<file path="src/rtl/a2d_spi_resp_if.sv">
// SPI link between the A2D master and the responder model.
interface a2d_spi_resp_if;
  logic SS_n;
  logic SCLK;
  logic MOSI;
  logic MISO;

  modport master (output SS_n, output SCLK, output MOSI, input MISO);
  modport slave  (input SS_n, input SCLK, input MOSI, output MISO);
endinterface

</file>
<file path="src/rtl/a2d_spi_resp.sv">
// SPI responder modelling an 8-channel 12-bit serial A2D.
// Each frame returns the conversion for the channel commanded in the
// previous accepted frame. Optional frame-length checking is enabled by
// defining A2D_RESP_FRAME_ERR_EN; without it frm_err is tied low.
module a2d_spi_resp #(
  parameter int FRAME_BITS = 16
) (
  input  logic                 clk,
  input  logic                 rst,
  a2d_spi_resp_if.slave        spi,
  input  logic [95:0]          chan_data,
  output logic                 cmd_vld,
  output logic [2:0]           cmd_ch,
  output logic                 frm_err
);

  typedef enum logic {IDLE, ACTIVE} state_t;

  // [0] first sync stage, [1] synced copy, [2] previous synced value
  logic [2:0]  ss_q, ss_d;
  logic [2:0]  sclk_q, sclk_d;
  logic [1:0]  mosi_q, mosi_d;

  state_t      state_q, state_d;
  logic [15:0] tx_q, tx_d;
  // only command bits [13:11] are ever used, so the upper bits are not kept
  logic [13:0] rx_q, rx_d;
  logic [4:0]  cnt_q, cnt_d;
  logic [2:0]  ch_q, ch_d;
  logic [2:0]  cmd_ch_q, cmd_ch_d;
  logic        cmd_vld_q, cmd_vld_d;

  logic        ss_fall, ss_rise, sclk_rise, sclk_fall, frame_ok;
  logic [11:0] chan_sel;

  // synchronizer shift paths and edge detection
  always_comb begin
    ss_d      = {ss_q[1:0], spi.SS_n};
    sclk_d    = {sclk_q[1:0], spi.SCLK};
    mosi_d    = {mosi_q[0], spi.MOSI};
    ss_fall   = ss_q[2] & ~ss_q[1];
    ss_rise   = ~ss_q[2] & ss_q[1];
    sclk_fall = sclk_q[2] & ~sclk_q[1];
    sclk_rise = ~sclk_q[2] & sclk_q[1];
    frame_ok  = (cnt_q == 5'(FRAME_BITS));
  end

  // channel mux for the value returned in the next frame
  always_comb begin
    chan_sel = '0;
    for (int unsigned k = 0; k < 8; k++) begin
      if (ch_q == 3'(k)) chan_sel = chan_data[12*k +: 12];
    end
  end

  // frame state machine: SS_n rise takes priority over any SCLK edge
  always_comb begin
    state_d   = state_q;
    tx_d      = tx_q;
    rx_d      = rx_q;
    cnt_d     = cnt_q;
    ch_d      = ch_q;
    cmd_ch_d  = cmd_ch_q;
    cmd_vld_d = 1'b0;
    case (state_q)
      IDLE: begin
        if (ss_fall) begin
          state_d = ACTIVE;
          tx_d    = {4'b0000, chan_sel};
          cnt_d   = '0;
        end
      end
      ACTIVE: begin
        if (ss_rise) begin
          state_d = IDLE;
          if (frame_ok) begin
            ch_d      = rx_q[13:11];
            cmd_ch_d  = rx_q[13:11];
            cmd_vld_d = 1'b1;
          end
        end else if (sclk_rise) begin
          rx_d = {rx_q[12:0], mosi_q[1]};
          if (cnt_q != 5'd31) cnt_d = cnt_q + 5'd1;
        end else if (sclk_fall && (cnt_q != 5'd0)) begin
          tx_d = {tx_q[14:0], 1'b0};
        end
      end
      default: state_d = IDLE;
    endcase
  end

  // state and synchronizer registers
  always_ff @(posedge clk or posedge rst) begin
    if (rst) begin
      ss_q      <= '1;
      sclk_q    <= '1;
      mosi_q    <= '0;
      state_q   <= IDLE;
      tx_q      <= '0;
      rx_q      <= '0;
      cnt_q     <= '0;
      ch_q      <= '0;
      cmd_ch_q  <= '0;
      cmd_vld_q <= 1'b0;
    end else begin
      ss_q      <= ss_d;
      sclk_q    <= sclk_d;
      mosi_q    <= mosi_d;
      state_q   <= state_d;
      tx_q      <= tx_d;
      rx_q      <= rx_d;
      cnt_q     <= cnt_d;
      ch_q      <= ch_d;
      cmd_ch_q  <= cmd_ch_d;
      cmd_vld_q <= cmd_vld_d;
    end
  end

  assign spi.MISO = (state_q == ACTIVE) ? tx_q[15] : 1'b1;
  assign cmd_vld  = cmd_vld_q;
  assign cmd_ch   = cmd_ch_q;

`ifdef A2D_RESP_FRAME_ERR_EN
  logic frm_err_q, frm_err_d;

  // sticky flag for any frame closed with the wrong bit count
  always_comb begin
    frm_err_d = frm_err_q;
    if ((state_q == ACTIVE) && ss_rise && !frame_ok) frm_err_d = 1'b1;
  end

  // frame error register
  always_ff @(posedge clk or posedge rst) begin
    if (rst) frm_err_q <= 1'b0;
    else     frm_err_q <= frm_err_d;
  end

  assign frm_err = frm_err_q;

`ifndef SYNTHESIS
  // report bad frame lengths in simulation
  always @(posedge clk) begin
    if (!rst && (state_q == ACTIVE) && ss_rise && !frame_ok)
      $error("a2d_spi_resp: frame closed after %0d bits", cnt_q);
  end
`endif
`else
  assign frm_err = 1'b0;
`endif

endmodule
</file>
<file path="src/flat_wrapper.sv">
// flat-port wrapper written by rule: the top's interface ports become plain ports
module a2d_spi_resp_flat 
#(
  parameter int FRAME_BITS = 16
)
  (clk, rst, chan_data, cmd_vld, cmd_ch, frm_err, spi_SS_n, spi_SCLK, spi_MOSI, spi_MISO);
  a2d_spi_resp_if spi_i ();
  input  logic clk;
  input  logic rst;
  input  logic [95:0] chan_data;
  output logic cmd_vld;
  output logic [2:0] cmd_ch;
  output logic frm_err;
  input wire logic [$bits(spi_i.SS_n)-1:0] spi_SS_n;
  input wire logic [$bits(spi_i.SCLK)-1:0] spi_SCLK;
  input wire logic [$bits(spi_i.MOSI)-1:0] spi_MOSI;
  output wire logic [$bits(spi_i.MISO)-1:0] spi_MISO;
  assign spi_i.SS_n = spi_SS_n;
  assign spi_i.SCLK = spi_SCLK;
  assign spi_i.MOSI = spi_MOSI;
  assign spi_MISO = spi_i.MISO;
  a2d_spi_resp #(.FRAME_BITS(FRAME_BITS)) u_core (.clk(clk), .rst(rst), .spi(spi_i), .chan_data(chan_data), .cmd_vld(cmd_vld), .cmd_ch(cmd_ch), .frm_err(frm_err));
endmodule
</file>
<file path="config.mk">
export PLATFORM = sky130hd
export DESIGN_NAME = a2d_spi_resp_flat
export DESIGN_NICKNAME = d
export VERILOG_FILES = /design/src/rtl/a2d_spi_resp_if.sv /design/src/rtl/a2d_spi_resp.sv /design/src/flat_wrapper.sv
export SDC_FILE = /design/constraint.sdc
export NUM_CORES = 1
export LEC_CHECK = 0
export BUFFER_PORTS_ARGS = -buffer_cell sky130_fd_sc_hd__buf_4
export CORE_MARGIN = 1
export CORE_UTILIZATION = 49
export DETAILED_ROUTE_END_ITERATION = 8
export GPL_TIMING_DRIVEN = 0
export PLACE_DENSITY_LB_ADDON = 0.25
export RECOVER_POWER = 50
export SKIP_CTS_REPAIR_TIMING = 1
export SLEW_MARGIN = 20
export SYNTH_ARGS = -nofsm -noshare
export SYNTH_HDL_FRONTEND = slang
export SYNTH_SLANG_ARGS = --single-unit
</file>
<file path="constraint.sdc">
create_clock -name clk -period 2.4 [get_ports clk]
set_input_delay 0.24 -clock clk [delete_from_list [all_inputs] [get_ports clk]]
set_output_delay 0.24 -clock clk [all_outputs]
set_load 0.01 [all_outputs]
</file>
==> results of run 1 <==
power breakdown:
group	internal (uW)	switching [uW]
Clock	419	278
Combinational	289	197
Sequential	953	97.5
area by class of cell:
type / count / area share
multi-input cells: 200 / 0.373
flip-flops and latches: 48 / 0.315
repair buffers: 107 / 0.209
plain buffers: 24 / 0.0339
well taps: 72 / 0.0234
clock buffers: 5 / 0.0179
clock inverters: 3 / 0.0179
inverters: 11 / 0.0107
worst max-delay path, delay by kind of cell (launching register included):
| kind | cells | cell delay [ns] |
|---|---|---|
| buffers and inverters | 2 | 0.72 |
| AO/OA/AOI/OAI | 2 | 0.51 |
| flip-flops | 1 | 0.44 |
| AND/OR/NAND/NOR | 1 | 0.09 |
cell usage after synthesis (2+ instances only):
master and count:
a221oi_1 9, a22o_1 15, a2bb2oi_1 9, a31o_1 4, a31oi_1 4, buf_2 8
buf_4 4, buf_6 2, clkbuf_1 10, dfrtp_1 42, dfstp_2 6, ha_1 3
inv_1 10, mux2_2 18, mux2i_1 11, mux4_2 2, nand2_1 45, nand2b_1 3
nand3_1 2, nand4b_1 2, nor2_1 15, o211ai_1 4, o21ai_0 28, o221ai_1 9
layer usage:
| metal | share of wire | up-vias |
|---|---|---|
| met1 | 0.41 | 1244 |
| met4 | 0.021 | 0 |
| met3 | 0.062 | 14 |
| met2 | 0.51 | 106 |
| met5 | 0 | - |
| li1 | - | 1263 |
cells by family after synthesis:
| family | after synthesis |
|---|---|
| flops | 48 |
| other cells | 1 |
| fa+ha+maj | 4 |
| buf+inv | 35 |
| xor+xnor | 1 |
| mux | 32 |
| simple gates | 78 |
| compound gates | 84 |
worst paths after layout:
path                                                to  slack [ns]  cells past startpoint                          from
hold / removal                u_core.ss_q[0]$_DFF_PP1_        0.04                      1                      spi_SS_n
min in group asynchronous  u_core.cnt_q[1]$_DFFE_PP0P_        0.58                      3                           rst
max in group asynchronous   u_core.tx_q[8]$_DFFE_PP0P_        0.63                      4                           rst
setup reg to reg            u_core.tx_q[7]$_DFFE_PP0P_        0.49                      5  u_core.cmd_ch[2]$_DFFE_PP0P_
setup / recovery            u_core.tx_q[7]$_DFFE_PP0P_        0.49                      5  u_core.cmd_ch[2]$_DFFE_PP0P_
hold reg to reg             u_core.mosi_q[1]$_DFF_PP0_        0.36                      0    u_core.mosi_q[0]$_DFF_PP0_
state kept, by name, indices dropped and copies added, names as in the netlist:
register and cells:
u_core.cmd_ch 3, u_core.state_q 1, u_core.sclk_q 3, u_core.mosi_q 2
u_core.tx_q 16, u_core.rx_q 14, u_core.ss_q 3, u_core.cmd_vld 1
u_core.cnt_q 5
stage by stage:
stage / utilization / setup WS, ns / total power, uW
2_1_floorplan: - / 0.705 / 1330
3_3_place_gp: 0.670 / 0.472 / 1520
3_5_place_dp: 0.674 / 0.514 / 1550
4_1_cts: 0.699 / 0.480 / 2250
5_1_grt: 0.698 / 0.314 / 2350
6_report: 0.698 / 0.493 / 2230
==> impl_metrics.csv, run 1 <==
group,metric,value,unit
final_layout,multi_input_area,0.00143,sq mm
clocking,clockRootBuffer,"clkbuf_8",
grt,groute.usage.overall,0.264,
synthesis,syn-cell-area,0.00281,sq mm
clocking,cts_buffers,5,
final_layout,final_cell_count_no_fill,470,
final_layout,layout.nets,501,
sta,finalSetupTns,0,ns
place,io_buffers,105,
synthesis,synth_edf_count,0,
final_layout,fillCellCount,441,
floorplanning,fp.dieH,77.7,um
synthesis,yosysTopAreaCell,"dfrtp_1",
clocking,worstSkewPairLatency,0.30,ns
grt,grt_util_met3,0.0553,
setup_path,critical_path_class,"reg -> reg",
worst_hold_path,hold_path.class,"in -> reg",
job,drv_cap,0,
floorplanning,dieWidth,77.7,um
grt,antenna_found_initial,0,
route,wl_per_cell,16.1,um
grt,grt_pass1_vias,2586,
synthesis,postSynth.asyncResetShare,1.00,
final_layout,fin_area,0.00384,sq mm
setup_path,required,2.57,ns
grt,overflow,0,
synthesis,synth_xor_area_frac,0.00312,
pwr,p_leak,0.00189,uW
final_layout,layout-drive-gt1-share,0.407,
grt,met2_usage,0.464,
setup_path,cpPeakStageDelay,0.44,ns
final_layout,synthToLayoutAreaGrowth,36.7,%
route,dr.pass1.iters,4,
synthesis,muxShareOfSynthArea,0.131,
sta,finalCriticalPeriod,1.91,ns
clocking,cts_tree,"done",
synthesis,avgSynthCellArea,9.93,sq um
sta,fin_hold_ws,0.0415,ns
sta,timing.final.crit_share,0.795,
grt,gr-max-usage-layer,"met2",
floorplanning,core-area,0.00551,sq mm
final_layout,n_antenna_cell,0,
outcome,status,"finished clean",
synthesis,synth_cell_types,42,
sta,final_max_slew_viol_count,0,
clocking,cts.sinks,48,
place,hpwl,5970,um
floorplanning,start_util,0.511,
sta,setup_viol,0,
place,post_dp_cell_area,0.00371,sq mm
final_layout,layout_commonest_cell,"buf_4",
sta,clock_skew,0.0127,ns
synthesis,synth_top_family_by_area,"compound AO/OA/AOI/OAI gates",
floorplanning,io_pins,107,
setup_path,cp_common_cell,"clkbuf_1",
sta,rsz0062_at_grt,"false",
synthesis,yosysWarnings,0,
setup_path,cpMaxStageDelayCell,"dfrtp_1",
synthesis,syn-num-nets,387,
synthesis,synthSimpleGateAreaFrac,0.137,
pwr,p_per_area,581,mW/mm^2
final_layout,layout_common_cells,"105 x buf_4, 45 x nand2_1, 42 x dfrtp_1",
route,wirelength,7580,um
sta,hold_viol,0,
place,place_inst,461,
grt,grt_max_degree,33,
pwr,ir_drop,0.000337,V
synthesis,synth_compound_area_frac,0.219,
route,drtIter0Drc,105,
clocking,clk_pin_slew,0.09,ns
sta,fmax,0.524,GHz
route,antenna_left,0,
synthesis,syn-instance-count,283,
sta,worst_pin_slew,0.774,ns
floorplanning,rows,27,
place,place_congestion,0.846,
floorplanning,die-area,0.00604,sq mm
synthesis,yosysSeqAreaShare,0.430,
synthesis,ys_top_cells_by_area,"dfrtp_1 37%, mux2_2 7.2%, nand2_1 6.0%",
synthesis,synth_fa_ha_area_frac,0.0174,
synthesis,synth_seq_cells,48,
synthesis,yosysTopAreaCellShare,0.374,
setup_path,end_kind,"flip-flop",
clocking,ctsHtreeMaxLevel,2,
clocking,cts.path.max_buffers,2,
route,vias_per_cell,5.59,
setup_path,crit_chain,"clkbuf_1, clkbuf_1, nor2_1, a221oi_1, o221ai_1",
sta,relSlewSlack,0.484,
route,drcViolationCount,0,
synthesis,yosys_most_used_dff,"dfrtp_1",
setup_path,critPathArrivalTime,2.07,ns
setup_path,cp_max_fo,10,
grt,use_met1,0.320,
setup_path,cp-start-kind,"flip-flop",
route,vias,2627,
grt,grt_pass1_wl,12400,um
final_layout,ff_latch_area,0.00121,sq mm
(Power assumes the default switching activity.)
==> run 2, diff against run 1 <==
--- a/config.mk
+++ b/config.mk
@@ -7,7 +7,7 @@
 export LEC_CHECK = 0
 export BUFFER_PORTS_ARGS = -buffer_cell sky130_fd_sc_hd__buf_4
 export CORE_MARGIN = 1
-export CORE_UTILIZATION = 49
+export CORE_UTILIZATION = 45
 export DETAILED_ROUTE_END_ITERATION = 8
 export GPL_TIMING_DRIVEN = 0
 export PLACE_DENSITY_LB_ADDON = 0.25
==> constraint.sdc (replaced) <==
create_clock -name clk -period 1.7 [get_ports clk]
set_input_delay 0.17 -clock clk [delete_from_list [all_inputs] [get_ports clk]]
set_output_delay 0.17 -clock clk [all_outputs]
set_load 0.01 [all_outputs]
==> run 2 against run 1 <==
The run now ends with negative setup slack left. Clock power up 43%. Core utilization decreased by 2.0 points. Global-route usage fell by 2.7 points. Largest power group unchanged. Wire length is 0.55% higher. Critical path depth increased by 2. Final cell count is 1.7% higher. Highest routed layer unchanged. Via count rose by 0.38%. Fmax is 7.5% higher. Clock skew shrank 0.0020 ns. Critical endpoint is now u_core.tx_q[1]$_DFFE_PP0P_. Worst hold slack better by 0.15 ns. Flip-flop and latch count did not move.
==> impl_metrics.csv, run 2 (synthesis results as in run 1) <==
group,metric,value,unit
setup_path,reg2reg_from,"u_core.cmd_ch[0]$_DFFE_PP0P_",
sta,hold_viol,0,
clocking,cts_buffers,5,
job,drv_cap,0,
final_layout,reg_top3,"u_core.tx_q (16), u_core.rx_q (14), u_core.cnt_q (5)",
sta,setup_viol,14,
clocking,clk_pin_slew,0.10,ns
place,io_buffers,105,
setup_path,rrSetupSlack,-0.07,ns
setup_path,cp-start-kind,"flip-flop",
grt,groute.usage.overall,0.237,
pwr,ir_drop,0.000685,V
route,wirelength,7620,um
final_layout,n_antenna_cell,0,
setup_path,r2r_end,"u_core.tx_q[1]$_DFFE_PP0P_",
clocking,cts.path.max_buffers,2,
final_layout,largest_reg_flops,16,
sta,fin_hold_ws,0.187,ns
route,vias,2637,
floorplanning,dieWidth,81.0,um
route,drtIter0Drc,110,
final_layout,layout_common_cells,"110 x buf_4, 43 x nand2_1, 42 x dfrtp_1",
grt,antenna_found_initial,0,
sta,fmax,0.564,GHz
route,drcViolationCount,0,
sta,finalCriticalPeriod,1.77,ns
grt,grt_pass1_vias,2520,
final_layout,layout.nets,506,
grt,overflow,0,
sta,relSlewSlack,0.595,
sta,worst_pin_slew,0.607,ns
setup_path,startpoint,"u_core.cmd_ch[0]$_DFFE_PP0P_",
final_layout,layout_commonest_cell,"buf_4",
pwr,power,3230,uW
setup_path,required,1.87,ns
floorplanning,start_util,0.469,
sta,timing.final.crit_share,1.04,
setup_path,cp_max_fo,10,
route,dr.pass1.iters,5,
floorplanning,fp.dieH,81.0,um
sta,final_max_slew_viol_count,0,
clocking,ctsHtreeMaxLevel,2,
final_layout,synthToLayoutAreaGrowth,44.5,%
route,wl_per_cell,15.9,um
grt,grt_pass1_wl,11700,um
clocking,cts_tree,"done",
grt,grt_max_degree,33,
final_layout,regMostFlops,"u_core.tx_q",
outcome,violations,"negative setup slack",
clocking,worstSkewPairLatency,0.31,ns
floorplanning,core-area,0.00599,sq mm
place,post_dp_cell_area,0.00371,sq mm
floorplanning,io_pins,107,
setup_path,cpMaxStageDelayCell,"dfrtp_1",
sta,clock_skew,0.0107,ns
final_layout,fin_area,0.00406,sq mm
clocking,cts.sinks,48,
setup_path,critPathArrivalTime,1.94,ns
clocking,clockRootBuffer,"clkbuf_8",
final_layout,layout-drive-gt1-share,0.481,
sta,final.setup.worst_slack,-0.0739,ns
worst_hold_path,hold_start,"chan_data[90]",
worst_hold_path,hold_path.class,"in -> reg",
route,vias_per_cell,5.52,
setup_path,crit_chain,"buf_2, nor2b_1, clkbuf_4, a2bb2oi_1, nor2_1, a221oi_2, o221ai_1",
setup_path,critical_path_class,"reg -> reg",
outcome,status,"finished, violations left",
floorplanning,die-area,0.00657,sq mm
pwr,p_per_area,795,mW/mm^2
setup_path,cp-endpoint,"u_core.tx_q[1]$_DFFE_PP0P_",
setup_path,rr_worst_depth,7,
place,hpwl,5760,um
sta,rsz0062_at_grt,"true",
setup_path,cpPeakStageDelay,0.40,ns
floorplanning,rows,28,
place,place_congestion,0.834,
route,antenna_left,0,
setup_path,end_kind,"flip-flop",
pwr,p_leak,0.00199,uW
==> run 2: area by class of cell <==
class                           count  area (sq um)
Sequential cell                    48          1210
Inverter                           11          41.3
Timing Repair Buffer              112           851
Clock inverter                      3          68.8
Fill cell                         456          1930
Clock buffer                        5          68.8
Buffer                             24           159
Multi-Input combinational cell    200          1570
Tap cell                           75          93.8
==> run 2: worst min path at each step <==
stage	to	slack, ns	cells after the start
floorplan	u_core.sclk_q[0]$_DFF_PP1_	0.17	0
global placement	u_core.ss_q[0]$_DFF_PP1_	0.28	1
detailed placement	u_core.cmd_vld$_DFF_PP0_	0.17	2
CTS	u_core.rx_q[6]$_DFFE_PP0P_	-0.16	2
global route	u_core.tx_q[6]$_DFFE_PP0P_	0.21	3
finish	u_core.tx_q[6]$_DFFE_PP0P_	0.19	3
==> run 2: per-stage QoR <==
step / std cells / setup slack [ns] / util / TNS (ns)
after floorplan: 283 / 0.00471 / - / 0
after global placement: 463 / -0.164 / 0.617 / -8.14
after detailed placement: 464 / -0.180 / 0.620 / -1.82
after CTS: 472 / -0.191 / 0.643 / -2.33
after global routing: 478 / -0.153 / 0.678 / -2.36
final: 478 / -0.0739 / 0.678 / -0.513
==> run 2: power breakdown <==
group	leakage [uW]	internal [uW]	switching, uW	total [uW]
sequential	0.000613	1350	140	1490
clock	0.0000687	592	404	996
combinational	0.00131	450	294	745
==> run 2: layer usage <==
layer	global-route usage	wire [um]	share of wire
met1	0.305	3190	0.42
met2	0.396	3830	0.50
met3	0.0472	494	0.065
met4	0.0768	110	0.014
met5	0	0	0
==> run 2: worst max-delay path: cells and delay by family (launching register included) <==
| family | cells | cell delay (ns) |
|---|---|---|
| buffers and inverters | 2 | 0.40 |
| AOI/OAI and AO/OA | 3 | 0.61 |
| DFF | 1 | 0.40 |
| and+or+nand+nor | 2 | 0.24 |
